### src/rtl/gf283_pkg.sv
// Shared constants and types for the GF(2^283) inverter (NIST B-283 field).
package gf283_pkg;

  localparam int unsigned M       = 283;
  localparam int unsigned ITER    = 2 * M;
  localparam int unsigned CNT_W   = $clog2(ITER);
  localparam int unsigned DELTA_W = $clog2(M) + 2;

  // Field element and the one-bit-wider form used for R/S.
  typedef logic [M-1:0] fe_t;
  typedef logic [M:0]   fe_ext_t;

  // f(x) = x^283 + x^12 + x^7 + x^5 + 1
  localparam fe_ext_t F_POLY = (fe_ext_t'(1) << M)  |
                               (fe_ext_t'(1) << 12) |
                               (fe_ext_t'(1) << 7)  |
                               (fe_ext_t'(1) << 5)  |
                               fe_ext_t'(1);

  typedef enum logic [1:0] {
    ST_IDLE = 2'd0,
    ST_RUN  = 2'd1,
    ST_DONE = 2'd2
  } state_t;

endpackage

### src/rtl/gf283_inverter_if.sv
// Operand/result handshake bundle for the GF(2^283) inverter.
interface gf283_inverter_if;

  logic            in_valid;
  logic            in_ready;
  gf283_pkg::fe_t  a;
  logic            out_valid;
  logic            out_ready;
  gf283_pkg::fe_t  y;
  logic            zero_err;
  logic            busy;

  modport slave (
    input  in_valid, a, out_ready,
    output in_ready, out_valid, y, zero_err, busy
  );

  modport master (
    output in_valid, a, out_ready,
    input  in_ready, out_valid, y, zero_err, busy
  );

endinterface

### src/rtl/gf283_shift_mod.sv
// Combinational x*u mod f (div_i=0) or u/x mod f (div_i=1) for one field element.
module gf283_shift_mod
  import gf283_pkg::*;
(
  input  fe_t  u_i,
  input  logic div_i,
  output fe_t  res_c
);

  fe_t     mulx;
  fe_t     divx;
  fe_ext_t div_acc;

  // Multiply folds the overflow back with the low part of f; divide first
  // cancels the constant term with f (f has a 1 there) so the shift is exact.
  always_comb begin
    mulx    = {u_i[M-2:0], 1'b0} ^ (u_i[M-1] ? F_POLY[M-1:0] : '0);
    div_acc = {1'b0, u_i} ^ (u_i[0] ? F_POLY : '0);
    divx    = fe_t'(div_acc >> 1);
    res_c   = div_i ? divx : mulx;
  end

endmodule

### src/rtl/gf283_inverter.sv
// Fixed-latency GF(2^283) inverter: one binary extended-Euclid step per clock.
module gf283_inverter
  import gf283_pkg::*;
(
  input  logic               clk,
  input  logic               rst_n,
  gf283_inverter_if.slave    bus
);

  state_t               state_q, state_d;
  logic [CNT_W-1:0]     cnt_q, cnt_d;
  logic [DELTA_W-1:0]   delta_q, delta_d;
  fe_ext_t              r_q, r_d;
  fe_ext_t              s_q, s_d;
  fe_t                  u_q, u_d;
  fe_t                  v_q, v_d;
  logic                 zero_q, zero_d;
  logic                 in_ready_q, in_ready_d;
  logic                 out_valid_q, out_valid_d;
  logic                 busy_q, busy_d;
  logic                 zero_err_q, zero_err_d;
  fe_t                  y_q, y_d;

  logic                 r_m;
  logic                 s_m;
  fe_ext_t              s_x;
  fe_ext_t              s_sh;
  fe_t                  v_x;
  fe_t                  u_step_c;
  fe_t                  v_mulx_c;

  // Conditional S/V reduction against R/U, then S shifted up.
  assign r_m  = r_q[M];
  assign s_m  = s_q[M];
  assign s_x  = s_m ? (s_q ^ r_q) : s_q;
  assign s_sh = {s_x[M-1:0], 1'b0};
  assign v_x  = s_m ? (v_q ^ u_q) : v_q;

  // U is multiplied by x when R lacks its top term, otherwise divided by x.
  gf283_shift_mod u_step (
    .u_i   (u_q),
    .div_i (r_m),
    .res_c (u_step_c)
  );

  // After a swap the new U is the reduced V, multiplied by x.
  gf283_shift_mod v_step (
    .u_i   (v_x),
    .div_i (1'b0),
    .res_c (v_mulx_c)
  );

  // State, datapath and registered outputs.
  always_ff @(posedge clk or negedge rst_n) begin
    if (!rst_n) begin
      state_q     <= ST_IDLE;
      cnt_q       <= '0;
      delta_q     <= '0;
      r_q         <= '0;
      s_q         <= '0;
      u_q         <= '0;
      v_q         <= '0;
      zero_q      <= 1'b0;
      in_ready_q  <= 1'b1;
      out_valid_q <= 1'b0;
      busy_q      <= 1'b0;
      zero_err_q  <= 1'b0;
      y_q         <= '0;
    end else begin
      state_q     <= state_d;
      cnt_q       <= cnt_d;
      delta_q     <= delta_d;
      r_q         <= r_d;
      s_q         <= s_d;
      u_q         <= u_d;
      v_q         <= v_d;
      zero_q      <= zero_d;
      in_ready_q  <= in_ready_d;
      out_valid_q <= out_valid_d;
      busy_q      <= busy_d;
      zero_err_q  <= zero_err_d;
      y_q         <= y_d;
    end
  end

  // Next-state, iteration step and output next values.
  always_comb begin
    state_d     = state_q;
    cnt_d       = cnt_q;
    delta_d     = delta_q;
    r_d         = r_q;
    s_d         = s_q;
    u_d         = u_q;
    v_d         = v_q;
    zero_d      = zero_q;
    in_ready_d  = in_ready_q;
    out_valid_d = out_valid_q;
    busy_d      = busy_q;
    zero_err_d  = zero_err_q;
    y_d         = y_q;

    case (state_q)
      ST_IDLE: begin
        if (bus.in_valid && in_ready_q) begin
          r_d        = {1'b0, bus.a};
          s_d        = F_POLY;
          u_d        = fe_t'(1);
          v_d        = '0;
          delta_d    = '0;
          cnt_d      = '0;
          zero_d     = (bus.a == '0);
          state_d    = ST_RUN;
          in_ready_d = 1'b0;
          busy_d     = 1'b1;
        end
      end

      ST_RUN: begin
        if (!r_m) begin
          r_d     = {r_q[M-1:0], 1'b0};
          u_d     = u_step_c;
          delta_d = delta_q + DELTA_W'(1);
        end else if (delta_q == '0) begin
          r_d     = s_sh;
          s_d     = r_q;
          u_d     = v_mulx_c;
          v_d     = u_q;
          delta_d = DELTA_W'(1);
        end else begin
          s_d     = s_sh;
          v_d     = v_x;
          u_d     = u_step_c;
          delta_d = delta_q - DELTA_W'(1);
        end

        if (cnt_q == CNT_W'(ITER - 1)) begin
          cnt_d       = '0;
          state_d     = ST_DONE;
          out_valid_d = 1'b1;
          y_d         = zero_q ? '0 : u_d;
          zero_err_d  = zero_q;
        end else begin
          cnt_d = cnt_q + CNT_W'(1);
        end
      end

      ST_DONE: begin
        if (bus.out_ready) begin
          state_d     = ST_IDLE;
          out_valid_d = 1'b0;
          busy_d      = 1'b0;
          in_ready_d  = 1'b1;
        end
      end

      default: begin
        state_d = ST_IDLE;
      end
    endcase
  end

  assign bus.in_ready  = in_ready_q;
  assign bus.out_valid = out_valid_q;
  assign bus.y         = y_q;
  assign bus.zero_err  = zero_err_q;
  assign bus.busy      = busy_q;

endmodule

### src/flat_wrapper.sv
// flat-port wrapper written by rule: the top's interface ports become plain ports
module gf283_inverter_flat import gf283_pkg::*;
  (clk, rst_n, bus_in_valid, bus_a, bus_out_ready, bus_in_ready, bus_out_valid, bus_y, bus_zero_err, bus_busy);
  gf283_inverter_if bus_i ();
  input  logic clk;
  input  logic rst_n;
  input wire logic [$bits(bus_i.in_valid)-1:0] bus_in_valid;
  input wire logic [$bits(bus_i.a)-1:0] bus_a;
  input wire logic [$bits(bus_i.out_ready)-1:0] bus_out_ready;
  output wire logic [$bits(bus_i.in_ready)-1:0] bus_in_ready;
  output wire logic [$bits(bus_i.out_valid)-1:0] bus_out_valid;
  output wire logic [$bits(bus_i.y)-1:0] bus_y;
  output wire logic [$bits(bus_i.zero_err)-1:0] bus_zero_err;
  output wire logic [$bits(bus_i.busy)-1:0] bus_busy;
  assign bus_i.in_valid = bus_in_valid;
  assign bus_i.a = bus_a;
  assign bus_i.out_ready = bus_out_ready;
  assign bus_in_ready = bus_i.in_ready;
  assign bus_out_valid = bus_i.out_valid;
  assign bus_y = bus_i.y;
  assign bus_zero_err = bus_i.zero_err;
  assign bus_busy = bus_i.busy;
  gf283_inverter u_core (.clk(clk), .rst_n(rst_n), .bus(bus_i));
endmodule
### config.mk
export PLATFORM = sky130hd
export DESIGN_NAME = gf283_inverter_flat
export DESIGN_NICKNAME = d
export VERILOG_FILES = /design/src/rtl/gf283_pkg.sv /design/src/rtl/gf283_inverter_if.sv /design/src/rtl/gf283_shift_mod.sv /design/src/rtl/gf283_inverter.sv /design/src/flat_wrapper.sv
export SDC_FILE = /design/constraint.sdc
export NUM_CORES = 2
export LEC_CHECK = 0
export CORE_MARGIN = 5
export CORE_UTILIZATION = 40
export CTS_CLUSTER_SIZE = 40
export DETAILED_ROUTE_END_ITERATION = 12
export GPL_TIMING_DRIVEN = 0
export HOLD_SLACK_MARGIN = 0.03
export SLEW_MARGIN = 20
export SYNTH_ARGS = -nofsm -noshare
export SYNTH_HDL_FRONTEND = slang
export SYNTH_SLANG_ARGS = --single-unit
### constraint.sdc
create_clock -name clk -period 2.54 [get_ports clk]
set_clock_uncertainty 0.2 [all_clocks]
set_input_delay 0.381 -clock clk [delete_from_list [all_inputs] [get_ports clk]]
set_output_delay 0.381 -clock clk [all_outputs]
set_load 0.01 [all_outputs]
==> results.toml <==
[outcome]
run_status = "finished, violations left"
failed_checks = "hold timing, setup timing"

[worst_setup_path]
worstSetupEndpointType = "register"
critical_path_class = "register to register"
crit_path_start_kind = "register"
cp.required_ns = 3.03
timing.critical_path.cells = "inv_2 > ha_4 > or4b_4 > nor3_4 > buf_6 > buf_12 > buf_16 > mux2i_1 > o2bb2ai_2 > a21oi_1"
critical_path.max_fanout = 10
cpLargestDelayFamily = "simple AND/OR/NAND/NOR gates"
arrival_ns = 3.28
crit_slowest_cell = "sky130_fd_sc_hd__or4b_4"
critical_path.max_stage_delay_ns = 0.59
timing.critical_path.buf_inv = 4

[logic_synthesis]
netlist-cell-type-count = 56
synth_common_cells = "2001 x sky130_fd_sc_hd__nand2_1, 1492 x sky130_fd_sc_hd__o21ai_0, 1444 x sky130_fd_sc_hd__dfrtp_1, 704 x sky130_fd_sc_hd__clkbuf_1, 544 x sky130_fd_sc_hd__o211ai_1"
postSynthNetCount = 9655
synth_top_cells_by_area = "sky130_fd_sc_hd__dfrtp_1 46%, sky130_fd_sc_hd__nand2_1 9.6%, sky130_fd_sc_hd__o21ai_0 9.6%"
number_of_standard_cells_after_synthesis = 9363
synth_adder_area_share_pct = 0.0801
synth_seq_area_share_pct = 46.3
synth-compound-area-share_pct = 30.1
synthMuxAreaShare_pct = 0.221
post_synth_xor_area_fraction_pct = 3.46
main_combinational_cell_family_by_area_after_synthesis = "compound AO/OA/AOI/OAI gates"
synth_async_sr_flop_share_pct = 100
syn_area_um2 = 78100
synthesis.yosys.warnings = 0
postSynth.topFlopCell = "sky130_fd_sc_hd__dfrtp_1"
synth_edf_count = 0
post-synth-top-count-cell = "sky130_fd_sc_hd__nand2_1"
synth-simple-area-share_pct = 14.1
synth_top_area_share_pct = 46.2
synth_area_per_cell_um2 = 8.35
postSynthRegisterBits = 1445
synth_largest_area_cell = "sky130_fd_sc_hd__dfrtp_1"

[finish]
final_layout_size_suffix_gt1_share_pct = 10.6
final.fill_count = 18500
multi_input_area_um2 = 38700
stdcell_area_um2 = 97400
layout.area.seq_um2 = 36200
instances_no_fill = 12900
flow.area_growth_from_synthesis_pct = 24.6
design.final.nets = 10500

[detailed_routing]
detailroute.via_count = 77500
antenna_left = 0
route.detailed.vias_per_inst = 6.02
post_detailed_route_drc_marker_count = 0
initialDrtViolationCount = 7571
avgRoutedWirePerCell_um = 23.2
first_pass_iters = 8
wirelength_mm = 298

[global_routing]
grt_max_degree = 141
grt_antenna_before_repair = 18
first_global_vias = 74400
grt.overflow.total = 0
grtUsageTotal_pct = 27.9
grt_pass1_wl_mm = 452

[clock_tree]
ctsRootBufferMaster = "sky130_fd_sc_hd__clkbuf_16"
cts.sink_count = 1445
clk_pin_slew_worst_setup_hold_paths_ns = 0.06
clock_insertion_delay_at_the_later_pin_of_the_skew_report_ns = 0.83
tritoncts = "done"
cts_max_level = 4
numCtsBuffers = 166
hold_buffers = 32
cts.path.max_buffers = 3

[floorplan]
num_rows = 162
die-height_um = 452
die-area_um2 = 204000
overall_die_width_um = 452
boundaryPins = 574
effective_utilization_at_floorplan_pct = 40.2
core_region_area_um2 = 195000

[sta]
final-max-slew-violation-count = 0
grt_setup_unrepaired = "yes"
clock.fmax_mhz = 358
fin_tns_setup_ns = -159.94
total_setup_violations_reported_at_the_end_of_the_flow = 1409
layout_min_cycle_time_ns = 2.79
final-hold-violation-count = 204
final_cycle_share_pct = 110
tightestPinTransition_ns = 1.19
finalHoldWorstSlack_ns = -0.323
max_slew_margin_pct = 19.6
final_worst_setup_slack_ns = -0.252

[place]
dpl.hpwl_mm = 211
place.gp.congestion = 0.933
io_buffers = 573
dp.cells = 12500
place_ws_ns = -2.01
placed_area_um2 = 87400

[hold_path]
hold_path_class = "input pin to async pin"

[power_and_ir_drop]
p_sw_share_pct = 22.5
power_density_nw_per_um2 = 512
overall_power_w = 0.0499
cell_internal_pwr_w = 0.0387
p_leak_nw = 43.8
power_frac_clock_pct = 51.2
ir_drop_uv = 529
power_spent_charging_and_discharging_nets_w = 0.0112
comb_power_share_pct = 2.7
p_seq_share_pct = 46.1

[flow_run]
max-cap-violations = 0
-- layout make-up --
type	instances	share of cell area, %
flip-flops and latches	1445	37.1
inverters	286	1.10
diodes	9	0.0231
well taps	2542	3.27
multi-input cells	6771	39.7
repair buffers	672	7.46
clock inverters	59	0.826
clock buffers	241	5.09
plain buffers	850	5.35
-- worst reg2reg max path: cells and delay by family (launching register included) --
family | cells | cell delay (ns)
AO/OA/AOI/OAI | 2 | 0.27
buffers and inverters | 4 | 0.66
adder cells (fa/ha/maj) | 1 | 0.15
multiplexers | 1 | 0.24
flip-flops | 1 | 0.39
AND/OR/NAND/NOR | 2 | 0.77
-- kinds of logic (layout without fill, tap and decap cells) --
family / after synthesis / in the layout
flops: 1445 / 1445
xor+xnor: 309 / 309
mux: 17 / 17
fa+ha+maj: 5 / 5
compound gates: 3705 / 3705
buf+inv: 1147 / 2108
simple gates: 2735 / 2735
other cells: 0 / 9
-- worst paths after layout --
path | startpoint | endpoint | slack, ns | cells after the start
setup / recovery | u_core.delta_q[0]$_DFFE_PN0P_ | u_core.u_q[0]$_DFFE_PN0P_ | -0.25 | 10
hold / removal | rst_n | u_core.r_q[186]$_DFFE_PN0P_ | -0.32 | 5
setup reg to reg | u_core.delta_q[0]$_DFFE_PN0P_ | u_core.u_q[0]$_DFFE_PN0P_ | -0.25 | 10
hold reg to reg | u_core.bus.y[74]$_DFFE_PN0P_ | u_core.bus.y[74]$_DFFE_PN0P_ | 0.28 | 2
max in group asynchronous | rst_n | u_core.bus.y[279]$_DFFE_PN0P_ | 0.26 | 8
min in group clk | bus_a[216] | u_core.r_q[216]$_DFFE_PN0P_ | 0.07 | 3
-- through the flow --
stage | utilization, % | hold slack, ns
final | 50.0 | -0.323
after global routing | 50.0 | -0.317
after CTS | 49.2 | -0.339
after detailed placement | 44.9 | 0.114
after global placement | 44.7 | 0.264
after floorplan | - | -0.115
-- cell usage in the layout (no fill, tap or decap), drive strengths merged, types with 4 or more instances in the layout --
cell type,count
clkinv,27
a221oi,10
clkdlybuf4s50,572
bufinv,16
nor4,77
mux2i,15
inv,290
nand4,21
a32o,6
a21o,4
clkbuf,892
xnor2,22
nand2,2001
xor2,287
a22o,281
nor2,298
dlygate4sd3,28
a31oi,9
o21ai,1707
dfrtp,1444
nor3,9
a21oi,286
o31ai,281
nand3,296
o221ai,272
o22ai,17
nor2b,7
a22oi,275
diode,9
ha,5
clkinvlp,12
o211ai,544
buf,269
-- power by group through the flow --
stage                     clock network, W  logic (W)  registers [W]
after floorplan                          0  0.0000250         0.0234
after global placement                   0   0.000967         0.0235
after detailed placement                 0    0.00132         0.0234
after CTS                           0.0260    0.00138         0.0230
after global routing                0.0269    0.00146         0.0230
final                               0.0255    0.00135         0.0230
-- sequential cells by signal, summed over array words and instances, names as in the netlist, 2 cells and up --
register and cells:
u_core.v_q 283, u_core.r_q 284, u_core.bus.y 283, u_core.u_q 283, u_core.cnt_q 10, u_core.delta_q 11, u_core.s_q 284, u_core.state_q 2
-- timing repair --
action,CTS,global route
resized for setup,710,726
endpoints found under the setup margin,1450,1510
hold endpoints to repair,313,204
buffers inserted,23,13
pin swaps,41,103
cloned,1,16
-- layer usage --
layer	up-vias	GRT usage [%]	routed length, µm	share of wire, %
li1	35400	-	-	-
met1	38100	36.8	123000	41
met2	3206	43.7	135000	45
met3	736	4.63	20900	7.0
met4	6	15.5	19000	6.4
met5	-	0	54	0.018
Power figures use the tool's default switching activity.
